===== config.mk =====
export PLATFORM = sky130hd
export DESIGN_NAME = decode_stage
export DESIGN_NICKNAME = d
export VERILOG_FILES = /design/src/rtl/decode_stage.sv
export SDC_FILE = /design/constraint.sdc
export NUM_CORES = 1
export LEC_CHECK = 0
export CORE_MARGIN = 2
export CORE_UTILIZATION = 35
export CTS_CLUSTER_DIAMETER = 40
export DETAILED_ROUTE_END_ITERATION = 6
export GPL_TIMING_DRIVEN = 0
export PLACE_DENSITY_LB_ADDON = 0.3
export SLEW_MARGIN = 40
export SYNTH_ARGS = -nofsm -noshare
export SYNTH_HDL_FRONTEND = slang
export SYNTH_SLANG_ARGS = --single-unit
export TNS_END_PERCENT = 10

===== constraint.sdc =====
create_clock -name clk -period 3.2 [get_ports clk]
set_input_delay 0.64 -clock clk [delete_from_list [all_inputs] [get_ports clk]]
set_output_delay 0.64 -clock clk [all_outputs]
set_load 0.05 [all_outputs]

===== src/rtl/decode_stage.sv =====
// decode_stage: single-stage RV32I/RV64I instruction decoder with a
// valid/ready registered output and an accepted-instruction counter.
// Optional feature macro: DECODE_ILLEGAL_TRAP_EN. When it is defined,
// undecodable words raise out_illegal. When it is undefined, out_illegal
// is tied to 0 and such words decode as a NOP.
module decode_stage #(
  parameter int XLEN  = 32,
  parameter int CNT_W = 16
) (
  input  logic             clk,
  input  logic             rst,
  input  logic             in_valid,
  output logic             in_ready,
  input  logic [31:0]      in_instr,
  input  logic             flush,
  output logic             out_valid,
  input  logic             out_ready,
  output logic [4:0]       out_rs1,
  output logic [4:0]       out_rs2,
  output logic [4:0]       out_rd,
  output logic [XLEN-1:0]  out_imm,
  output logic [5:0]       out_aluop,
  output logic             out_regwrite,
  output logic             out_memtoreg,
  output logic             out_memwrite,
  output logic             out_opa,
  output logic             out_opb,
  output logic             out_branch,
  output logic             out_jal,
  output logic             out_jalr,
  output logic             out_illegal,
  output logic [CNT_W-1:0] dec_count
);

  localparam logic [6:0] OP_LOAD   = 7'b0000011;
  localparam logic [6:0] OP_OPIMM  = 7'b0010011;
  localparam logic [6:0] OP_STORE  = 7'b0100011;
  localparam logic [6:0] OP_OP     = 7'b0110011;
  localparam logic [6:0] OP_BRANCH = 7'b1100011;
  localparam logic [6:0] OP_JALR   = 7'b1100111;
  localparam logic [6:0] OP_JAL    = 7'b1101111;
  localparam logic [6:0] OP_LUI    = 7'b0110111;
  localparam logic [6:0] OP_AUIPC  = 7'b0010111;

  // Strobe bundle bit order: {regwrite, memtoreg, memwrite, opa, opb, branch, jal, jalr}
  localparam logic [7:0] STRB_R     = 8'b1000_0000;
  localparam logic [7:0] STRB_IALU  = 8'b1001_0000;
  localparam logic [7:0] STRB_LOAD  = 8'b1101_0000;
  localparam logic [7:0] STRB_STORE = 8'b0011_0000;
  localparam logic [7:0] STRB_BR    = 8'b0000_0100;
  localparam logic [7:0] STRB_JAL   = 8'b1000_0010;
  localparam logic [7:0] STRB_JALR  = 8'b1001_0001;
  localparam logic [7:0] STRB_LUI   = 8'b1001_0000;
  localparam logic [7:0] STRB_AUIPC = 8'b1001_1000;

  logic [6:0]       opcode_s;
  logic [2:0]       funct3_s;
  logic             alt_s;
  logic [5:0]       aluop_raw_s;
  logic [7:0]       strb_raw_s;
  logic             bad_s;
  logic [5:0]       aluop_d;
  logic [7:0]       strb_d;
  logic [31:0]      imm32_s;
  logic [XLEN-1:0]  imm_d;
  logic             accept_s;
  logic             valid_d;
  logic [CNT_W-1:0] count_d;

  logic             valid_q;
  logic [4:0]       rs1_q;
  logic [4:0]       rs2_q;
  logic [4:0]       rd_q;
  logic [XLEN-1:0]  imm_q;
  logic [5:0]       aluop_q;
  logic [7:0]       strb_q;
  logic [CNT_W-1:0] count_q;

  assign opcode_s = in_instr[6:0];
  assign funct3_s = in_instr[14:12];
  assign alt_s    = in_instr[30];

  // Classify the opcode/funct3 into an aluop, a strobe set and an undecodable flag.
  always_comb begin
    aluop_raw_s = 6'd0;
    strb_raw_s  = 8'h00;
    bad_s       = 1'b0;
    case (opcode_s)
      OP_LOAD: begin
        strb_raw_s = STRB_LOAD;
        case (funct3_s)
          3'd0:    aluop_raw_s = 6'd0;
          3'd1:    aluop_raw_s = 6'd1;
          3'd2:    aluop_raw_s = 6'd2;
          3'd3: begin
            aluop_raw_s = 6'd3;
            bad_s       = (XLEN == 32);
          end
          3'd4:    aluop_raw_s = 6'd4;
          3'd5:    aluop_raw_s = 6'd14;
          default: bad_s = 1'b1;
        endcase
      end
      OP_OPIMM: begin
        strb_raw_s = STRB_IALU;
        case (funct3_s)
          3'd0:    aluop_raw_s = 6'd5;
          3'd1:    aluop_raw_s = 6'd6;
          3'd2:    aluop_raw_s = 6'd7;
          3'd3:    aluop_raw_s = 6'd8;
          3'd4:    aluop_raw_s = 6'd9;
          3'd5:    aluop_raw_s = alt_s ? 6'd11 : 6'd10;
          3'd6:    aluop_raw_s = 6'd12;
          default: aluop_raw_s = 6'd13;
        endcase
      end
      OP_STORE: begin
        strb_raw_s = STRB_STORE;
        case (funct3_s)
          3'd0:    aluop_raw_s = 6'd15;
          3'd1:    aluop_raw_s = 6'd16;
          3'd2:    aluop_raw_s = 6'd17;
          3'd3: begin
            aluop_raw_s = 6'd28;
            bad_s       = (XLEN == 32);
          end
          default: bad_s = 1'b1;
        endcase
      end
      OP_OP: begin
        strb_raw_s = STRB_R;
        case (funct3_s)
          3'd0:    aluop_raw_s = alt_s ? 6'd19 : 6'd18;
          3'd1:    aluop_raw_s = 6'd20;
          3'd2:    aluop_raw_s = 6'd21;
          3'd3:    aluop_raw_s = 6'd22;
          3'd4:    aluop_raw_s = 6'd23;
          3'd5:    aluop_raw_s = alt_s ? 6'd25 : 6'd24;
          3'd6:    aluop_raw_s = 6'd26;
          default: aluop_raw_s = 6'd27;
        endcase
      end
      OP_BRANCH: begin
        strb_raw_s = STRB_BR;
        case (funct3_s)
          3'd0:    aluop_raw_s = 6'd29;
          3'd1:    aluop_raw_s = 6'd30;
          3'd4:    aluop_raw_s = 6'd31;
          3'd5:    aluop_raw_s = 6'd32;
          3'd6:    aluop_raw_s = 6'd33;
          3'd7:    aluop_raw_s = 6'd34;
          default: bad_s = 1'b1;
        endcase
      end
      OP_JALR: begin
        strb_raw_s  = STRB_JALR;
        aluop_raw_s = 6'd35;
      end
      OP_LUI: begin
        strb_raw_s  = STRB_LUI;
        aluop_raw_s = 6'd36;
      end
      OP_AUIPC: begin
        strb_raw_s  = STRB_AUIPC;
        aluop_raw_s = 6'd37;
      end
      OP_JAL: begin
        strb_raw_s  = STRB_JAL;
        aluop_raw_s = 6'd38;
      end
      default: bad_s = 1'b1;
    endcase
  end

  // Undecodable words carry no operation: strobes and aluop collapse to zero.
  always_comb begin
    if (bad_s) begin
      aluop_d = 6'd0;
      strb_d  = 8'h00;
    end else begin
      aluop_d = aluop_raw_s;
      strb_d  = strb_raw_s;
    end
  end

  // Assemble the 32-bit immediate for the opcode's format; it is widened to XLEN below.
  always_comb begin
    case (opcode_s)
      OP_LOAD, OP_OPIMM, OP_JALR:
        imm32_s = {{20{in_instr[31]}}, in_instr[31:20]};
      OP_STORE:
        imm32_s = {{20{in_instr[31]}}, in_instr[31:25], in_instr[11:7]};
      OP_BRANCH:
        imm32_s = {{19{in_instr[31]}}, in_instr[31], in_instr[7],
                   in_instr[30:25], in_instr[11:8], 1'b0};
      OP_JAL:
        imm32_s = {{11{in_instr[31]}}, in_instr[31], in_instr[19:12],
                   in_instr[20], in_instr[30:21], 1'b0};
      OP_LUI, OP_AUIPC:
        imm32_s = {in_instr[31:12], 12'h000};
      default:
        imm32_s = 32'h0000_0000;
    endcase
  end

  // Sign cast keeps bit 31 replicated when XLEN is 64.
  assign imm_d = XLEN'($signed(imm32_s));

  // The output stage can take a new word when empty or when its word leaves this cycle.
  assign in_ready = !valid_q || out_ready;
  assign accept_s = in_valid && in_ready && !flush;

  // Next valid and count: flush wins, then acceptance, then a plain drain.
  always_comb begin
    if (flush) begin
      valid_d = 1'b0;
      count_d = count_q;
    end else if (accept_s) begin
      valid_d = 1'b1;
      count_d = count_q + {{(CNT_W-1){1'b0}}, 1'b1};
    end else if (valid_q && out_ready) begin
      valid_d = 1'b0;
      count_d = count_q;
    end else begin
      valid_d = valid_q;
      count_d = count_q;
    end
  end

  // Output stage and counter; payload loads only on acceptance so a stalled word holds still.
  always_ff @(posedge clk or posedge rst) begin
    if (rst) begin
      valid_q <= 1'b0;
      count_q <= {CNT_W{1'b0}};
      rs1_q   <= 5'd0;
      rs2_q   <= 5'd0;
      rd_q    <= 5'd0;
      imm_q   <= {XLEN{1'b0}};
      aluop_q <= 6'd0;
      strb_q  <= 8'h00;
    end else begin
      valid_q <= valid_d;
      count_q <= count_d;
      if (accept_s) begin
        rs1_q   <= in_instr[19:15];
        rs2_q   <= in_instr[24:20];
        rd_q    <= in_instr[11:7];
        imm_q   <= imm_d;
        aluop_q <= aluop_d;
        strb_q  <= strb_d;
      end
    end
  end

`ifdef DECODE_ILLEGAL_TRAP_EN
  logic illegal_q;

  // Illegal flag travels with its instruction through the output stage.
  always_ff @(posedge clk or posedge rst) begin
    if (rst) begin
      illegal_q <= 1'b0;
    end else if (accept_s) begin
      illegal_q <= bad_s;
    end
  end

  assign out_illegal = illegal_q;
`else
  assign out_illegal = 1'b0;
`endif

  assign out_valid    = valid_q;
  assign dec_count    = count_q;
  assign out_rs1      = rs1_q;
  assign out_rs2      = rs2_q;
  assign out_rd       = rd_q;
  assign out_imm      = imm_q;
  assign out_aluop    = aluop_q;
  assign out_regwrite = strb_q[7];
  assign out_memtoreg = strb_q[6];
  assign out_memwrite = strb_q[5];
  assign out_opa      = strb_q[4];
  assign out_opb      = strb_q[3];
  assign out_branch   = strb_q[2];
  assign out_jal      = strb_q[1];
  assign out_jalr     = strb_q[0];

endmodule


* Word-level counts from Yosys, hierarchy flattened
Index checks and enable logic that the tools add are counted.
** Storage, ports and cells
- Output and inout port bits :: 80
- Input port bits :: 37
- Bits in registers :: 78
- Logic and storage cells :: 62
** Cells by class
- Reduce and logical (&&, ||, !) cells :: 16
- Add/subtract/negate cells :: 1
- Multiplexer cells :: 20
- Equality and inequality tests :: 16
- Bitwise operators :: 1
** Operator list (number)
- one-hot mux 32 bit (5 select lines) :: 1
- one-hot mux 8 bit (8 select lines) :: 1
- one-hot mux 4 bit (7 select lines) :: 2
- one-hot mux 6 bit (9 select lines) :: 1
- one-hot mux 6 bit (6 select lines) :: 1
- == test 7 x 6 -> 1 bit, second input constant :: 3
- == test 7 bit, second input constant :: 3
- one-hot mux 4 bit (5 select lines) :: 1
- one-hot mux 5 bit (4 select lines) :: 1
- adder 16 x 1 -> 16 bit, second input constant :: 1
- == test 7 x 5 -> 1 bit, second input constant :: 2
- == test 3 bit, second input constant :: 4
- OR reduction 6 bit :: 2
- two-way mux 1 bit :: 9
- two-way mux 8 bit :: 1
- == test 7 x 2 -> 1 bit, second input constant :: 1
- == test 3 x 2 -> 1 bit, second input constant :: 2
- two-way mux 6 bit :: 1
- OR reduction 3 bit :: 2
- OR reduction 5 bit :: 1
- one-hot mux 1 bit (4 select lines) :: 1
- OR reduction 2 bit :: 2
- == test 3 x 1 -> 1 bit, second input constant :: 1
- logical AND 1 bit :: 3
- other kinds (6) :: 7

* Depth between registers and ports, before layout
- Depth in word-level cells :: 6
- Gate-level depth with buffers :: 10
- Mapped depth without buffers :: 7

* Worst setup path before layout
No wires, ideal clock.
- Path kind :: input -> register
- Start point :: in in_instr[14]
- End point :: reg aluop_q[0], in the netlist out_aluop[0]
- Stages on the path :: 10
- Library setup time :: 0.140 ns
- Path slack :: 0.640 ns
- Buffers on the path :: 3
- Data required time :: 3.060 ns
- Arrival time :: 2.420 ns
- Cells stage by stage :: clkbuf_1 buf_1 inv_1 ha_1 clkbuf_1 nor2_1 nor2_1 a32o_1 nor4b_1 a32oi_1
** On the way
- Longest elaborated chain between the ends :: 5
- Elaborated cells on any way between the ends :: 22
- Those cells by class :: eq/ne (7); mux (11); reduce/logical (4)
** Ends and longest elaborated chain
- from (decl) :: RTL line 14 : input logic [31:0] in_instr,
- == test 3 bit (tied with other cells) :: RTL line 145 : case (funct3_s)
- OR reduction 6 bit (no line) (tied with other cells)
- two-way mux 1 bit (on tied branches) :: RTL line 145, 119, 91
- one-hot mux 1 bit (4 select lines) :: RTL line 88 : case (opcode_s)
- two-way mux 6 bit (*) :: RTL line 177 : if (bad_s) begin
- to (signal assigned) :: RTL line 249 : aluop_q <= aluop_d;
- to (decl) :: RTL line 75 : logic [5:0] aluop_q;
Every way passes the cells marked *; elsewhere a longest branch is shown, timed or not.
A chain may end at the register's enable or synchronous reset.

* Worst setup path in the final report
- Start point :: in out_ready
- End point :: out in_ready
** On the way
- Longest elaborated chain between the ends :: 1
** Ends and longest elaborated chain
- from (decl) :: RTL line 17 : input logic out_ready,
- logical OR 1 bit :: RTL line 210 : assign in_ready = !valid_q || out_ready;
- to (decl) :: RTL line 13 : output logic in_ready,
Every way passes these cells.

==> run_results.csv <==
group,metric,value,unit
die,initial_core_util,0.358,
final_layout,nets,586,
yosys,ys_seq_area_frac,0.505,
setup_path,crit_slowest_cell,"clkdlybuf4s50_1",
setup_path,crit_family,"buffers and inverters",
timing,slew_violations,0,
setup_path,cp-start-kind,"input pin",
detailed_routing,vias,3521,
setup_path,worst-setup-path-type,"input pin to output port",
setup_path,cp.depth,4,
worst_hold_path,hold_class,"flop to flop",
clock_network,cts_root_buf,"clkbuf_8",
worst_hold_path,hold_depth,1,
yosys,synth_area_leaders,"dfrtp_1 51%, nand2_1 8.9%, nor2_1 4.2%, a21oi_1 3.8%, a22o_1 2.9%",
global_routing,grt_first_pass_wirelength,17500,um
die,die-width,109,um
final_layout,final_cell_area,5430,um^2
timing,clock.fmax,0.342,GHz
detailed_routing,wl_per_cell,16.1,um
die,ios,117,
clock_network,h-tree-depth,3,
yosys,syn_inst,418,
detailed_routing,drtIter0Drc,242,
yosys,synth_cell_types,58,
die,die_area,11900,um^2
clock_network,worstSkewPairLatency,0.35,ns
clock_network,path_clk_slew,0.09,ns
yosys,yosysMostFrequentCell,"nand2_1",
yosys,synthFlopType,"dfrtp_1",
setup_path,cp_max_fo,6,
setup_path,cp-end-kind,"output port",
die,die_y,109,um
timing,whs,0.476,ns
detailed_routing,ant_nets,0,
global_routing,grt.overflow.total,0,
timing,tightest_slew,0.684,ns
timing,finalCriticalPeriod,2.92,ns
timing,fin_skew,0.0122,ns
run,drv_cap,0,
place,dpl_cell_area,5210,um^2
yosys,ys_warn_count,0,
yosys,synthArstFlopShare,1.00,
timing,rsz0062_at_grt,"false",
power,p_per_area,511,nW/um^2
yosys,netlist.area_leader.share,0.505,
setup_path,worstRegToRegCells,7,
global_routing,antenna_found_initial,0,
global_routing,first_global_vias,3430,
setup_path,path_cells,"clkdlybuf4s50_1 > nand2b_1 > clkbuf_1 > clkdlybuf4s50_1",
timing,relSlewSlack,0.540,
yosys,yosysTopAreaCell,"dfrtp_1",
place,gp_congestion,0.864,
timing,fin_tns_setup,0,ns
power,power.leakage,2.30,nW
timing,min_period_over_period,0.912,
yosys,avgSynthCellArea,9.25,um^2
setup_path,cp_common_cell,"clkdlybuf4s50_1",
clock_network,cts_tree,"done",
clock_network,clkSinkCount,78,
die,rows,38,
detailed_routing,dr.pass1.iters,5,
setup_path,critPathRequiredTime,2.56,ns
power,vdd_drop_max,306,uV
setup_path,cpPeakStageDelay,0.86,ns
final_layout,syn2layout_area_growth,40.5,%
die,coreArea,10800,um^2
detailed_routing,drt_wl_total,11100,um
yosys,syn_nets,461,
clock_network,ctsHoldBuffers,0,
final_layout,drive_above_1_share,0.0748,
detailed_routing,drc,0,
global_routing,grt_max_degree,45,
clock_network,clockBufferDepth,2,
place,dp.final_hpwl,8500,um
clock_network,post_cts_buffers,0,
detailed_routing,viasPerCell,5.12,
global_routing,gr-usage-all-layers,0.191,
power,total_power,2.78,mW
outcome,status,"complete, no violations",
final_layout,n_antenna_cell,0,
yosys,ys_seq_elements,78,
timing,finalSetupViolCount,0,
clock_network,cts_buffers,9,
place,portBuffers,114,
setup_path,critPathArrivalTime,2.28,ns
timing,hold_viol,0,
yosys,synth_edf_count,0,
setup_path,path_buf_inv,3,
yosys,netlist_area,3860,um^2
yosys,netlist_top_cells_count,"92 x nand2_1, 78 x dfrtp_1, 43 x nor2_1, 29 x a21oi_1, 21 x o21ai_0",
logic make-up (layout without fill, tap and decap cells):
family          count (synthesis)  count (layout)  share of synthesized area
compound gates                 91              91                      0.161
xor+xnor                       16              16                     0.0363
fa+ha+maj                       6               6                     0.0194
buf+inv                        34             164                     0.0379
flops                          78              78                      0.505
mux                             2               2                    0.00550
other cells                     1               1                   0.000970
simple gates                  190             190                      0.234
registers in the layout, indices dropped and copies added, names as in the netlist:
name and cells:
strb_q 8, out_rs2 5, out_valid 1, out_rs1 5, out_imm 32, dec_count 16, out_aluop 6, out_rd 5
metal layers:
metal / global-route usage / wire length (um) / vias to the layer above
met4: 0.0632 / 158 / 0
met5: 0 / 0 / -
met2: 0.299 / 5190 / 125
met1: 0.266 / 5080 / 1697
li1: - / - / 1687
met3: 0.0347 / 663 / 12
metrics by stage:
| stage | setup WS, ns | instances | util |
|---|---|---|---|
| detailed placement | -0.322 | 673 | 0.482 |
| CTS | 0.0392 | 689 | 0.503 |
| global placement | -0.647 | 672 | 0.480 |
| global route | 0.0703 | 688 | 0.503 |
| floorplan | 0.565 | 418 | - |
| finish | 0.280 | 688 | 0.503 |
worst paths after layout:
kind	startpoint	endpoint	slack, ns
setup reg to reg	out_valid	strb_q[4]	1.21
hold reg to reg	dec_count[15]	dec_count[15]	0.48
max in group asynchronous	rst	out_aluop[3]	2.01
hold / removal	dec_count[15]	dec_count[15]	0.48
min in group asynchronous	rst	dec_count[13]	0.66
setup / recovery	out_ready	in_ready	0.28
cell type report:
class	count	area (um^2)
Tap cell	140	175
Sequential cell	78	1950
Clock inverter	6	92.6
Clock buffer	10	128
Timing Repair Buffer	115	1160
Fill cell	1002	5360
Inverter	9	38.8
Multi-Input combinational cell	306	1770
Buffer	24	113
cells in the final DEF (no fill, tap or decap), types with 5 or more instances in the layout:
cell             netlist  routed
nor2_1                43      43
dfrtp_1               78      78
nor3_1                 5       5
clkbuf_8               0       9
buf_2                  5       5
nand4_1                5       5
nor2b_1                5       5
o21ai_0               21      21
nand2_1               92      92
a22o_1                13      13
ha_1                   6       5
clkdlybuf4s50_1        0     114
nand3_1                7       7
a21oi_1               29      29
clkbuf_1              14      12
inv_1                  9       8
xnor2_1               12      12
and3_1                 5       5
worst register-to-register path: stages (launching register included):
cell      delay (ns)
dfrtp_1         0.38
nand2b_1        0.07
clkbuf_1        0.23
and2_1          0.21
buf_4           0.18
nand2_1         0.12
a2111o_1        0.44
o31ai_1         0.28
where the power goes:
group	total [mW]	switching, mW	internal [mW]	leakage (nW)
logic	0.812	0.534	0.278	1.18
registers	1.14	0.0709	1.07	1.02
clock network	0.820	0.374	0.445	0.104
total	2.78	0.979	1.80	2.30
what timing repair did:
action                                  4_1_cts  5_1_grt
endpoints found under the setup margin        0       14
resized for setup                             0        6
hold endpoints to repair                      0        0
No activity file was read; power rests on OpenSTA's default activity.
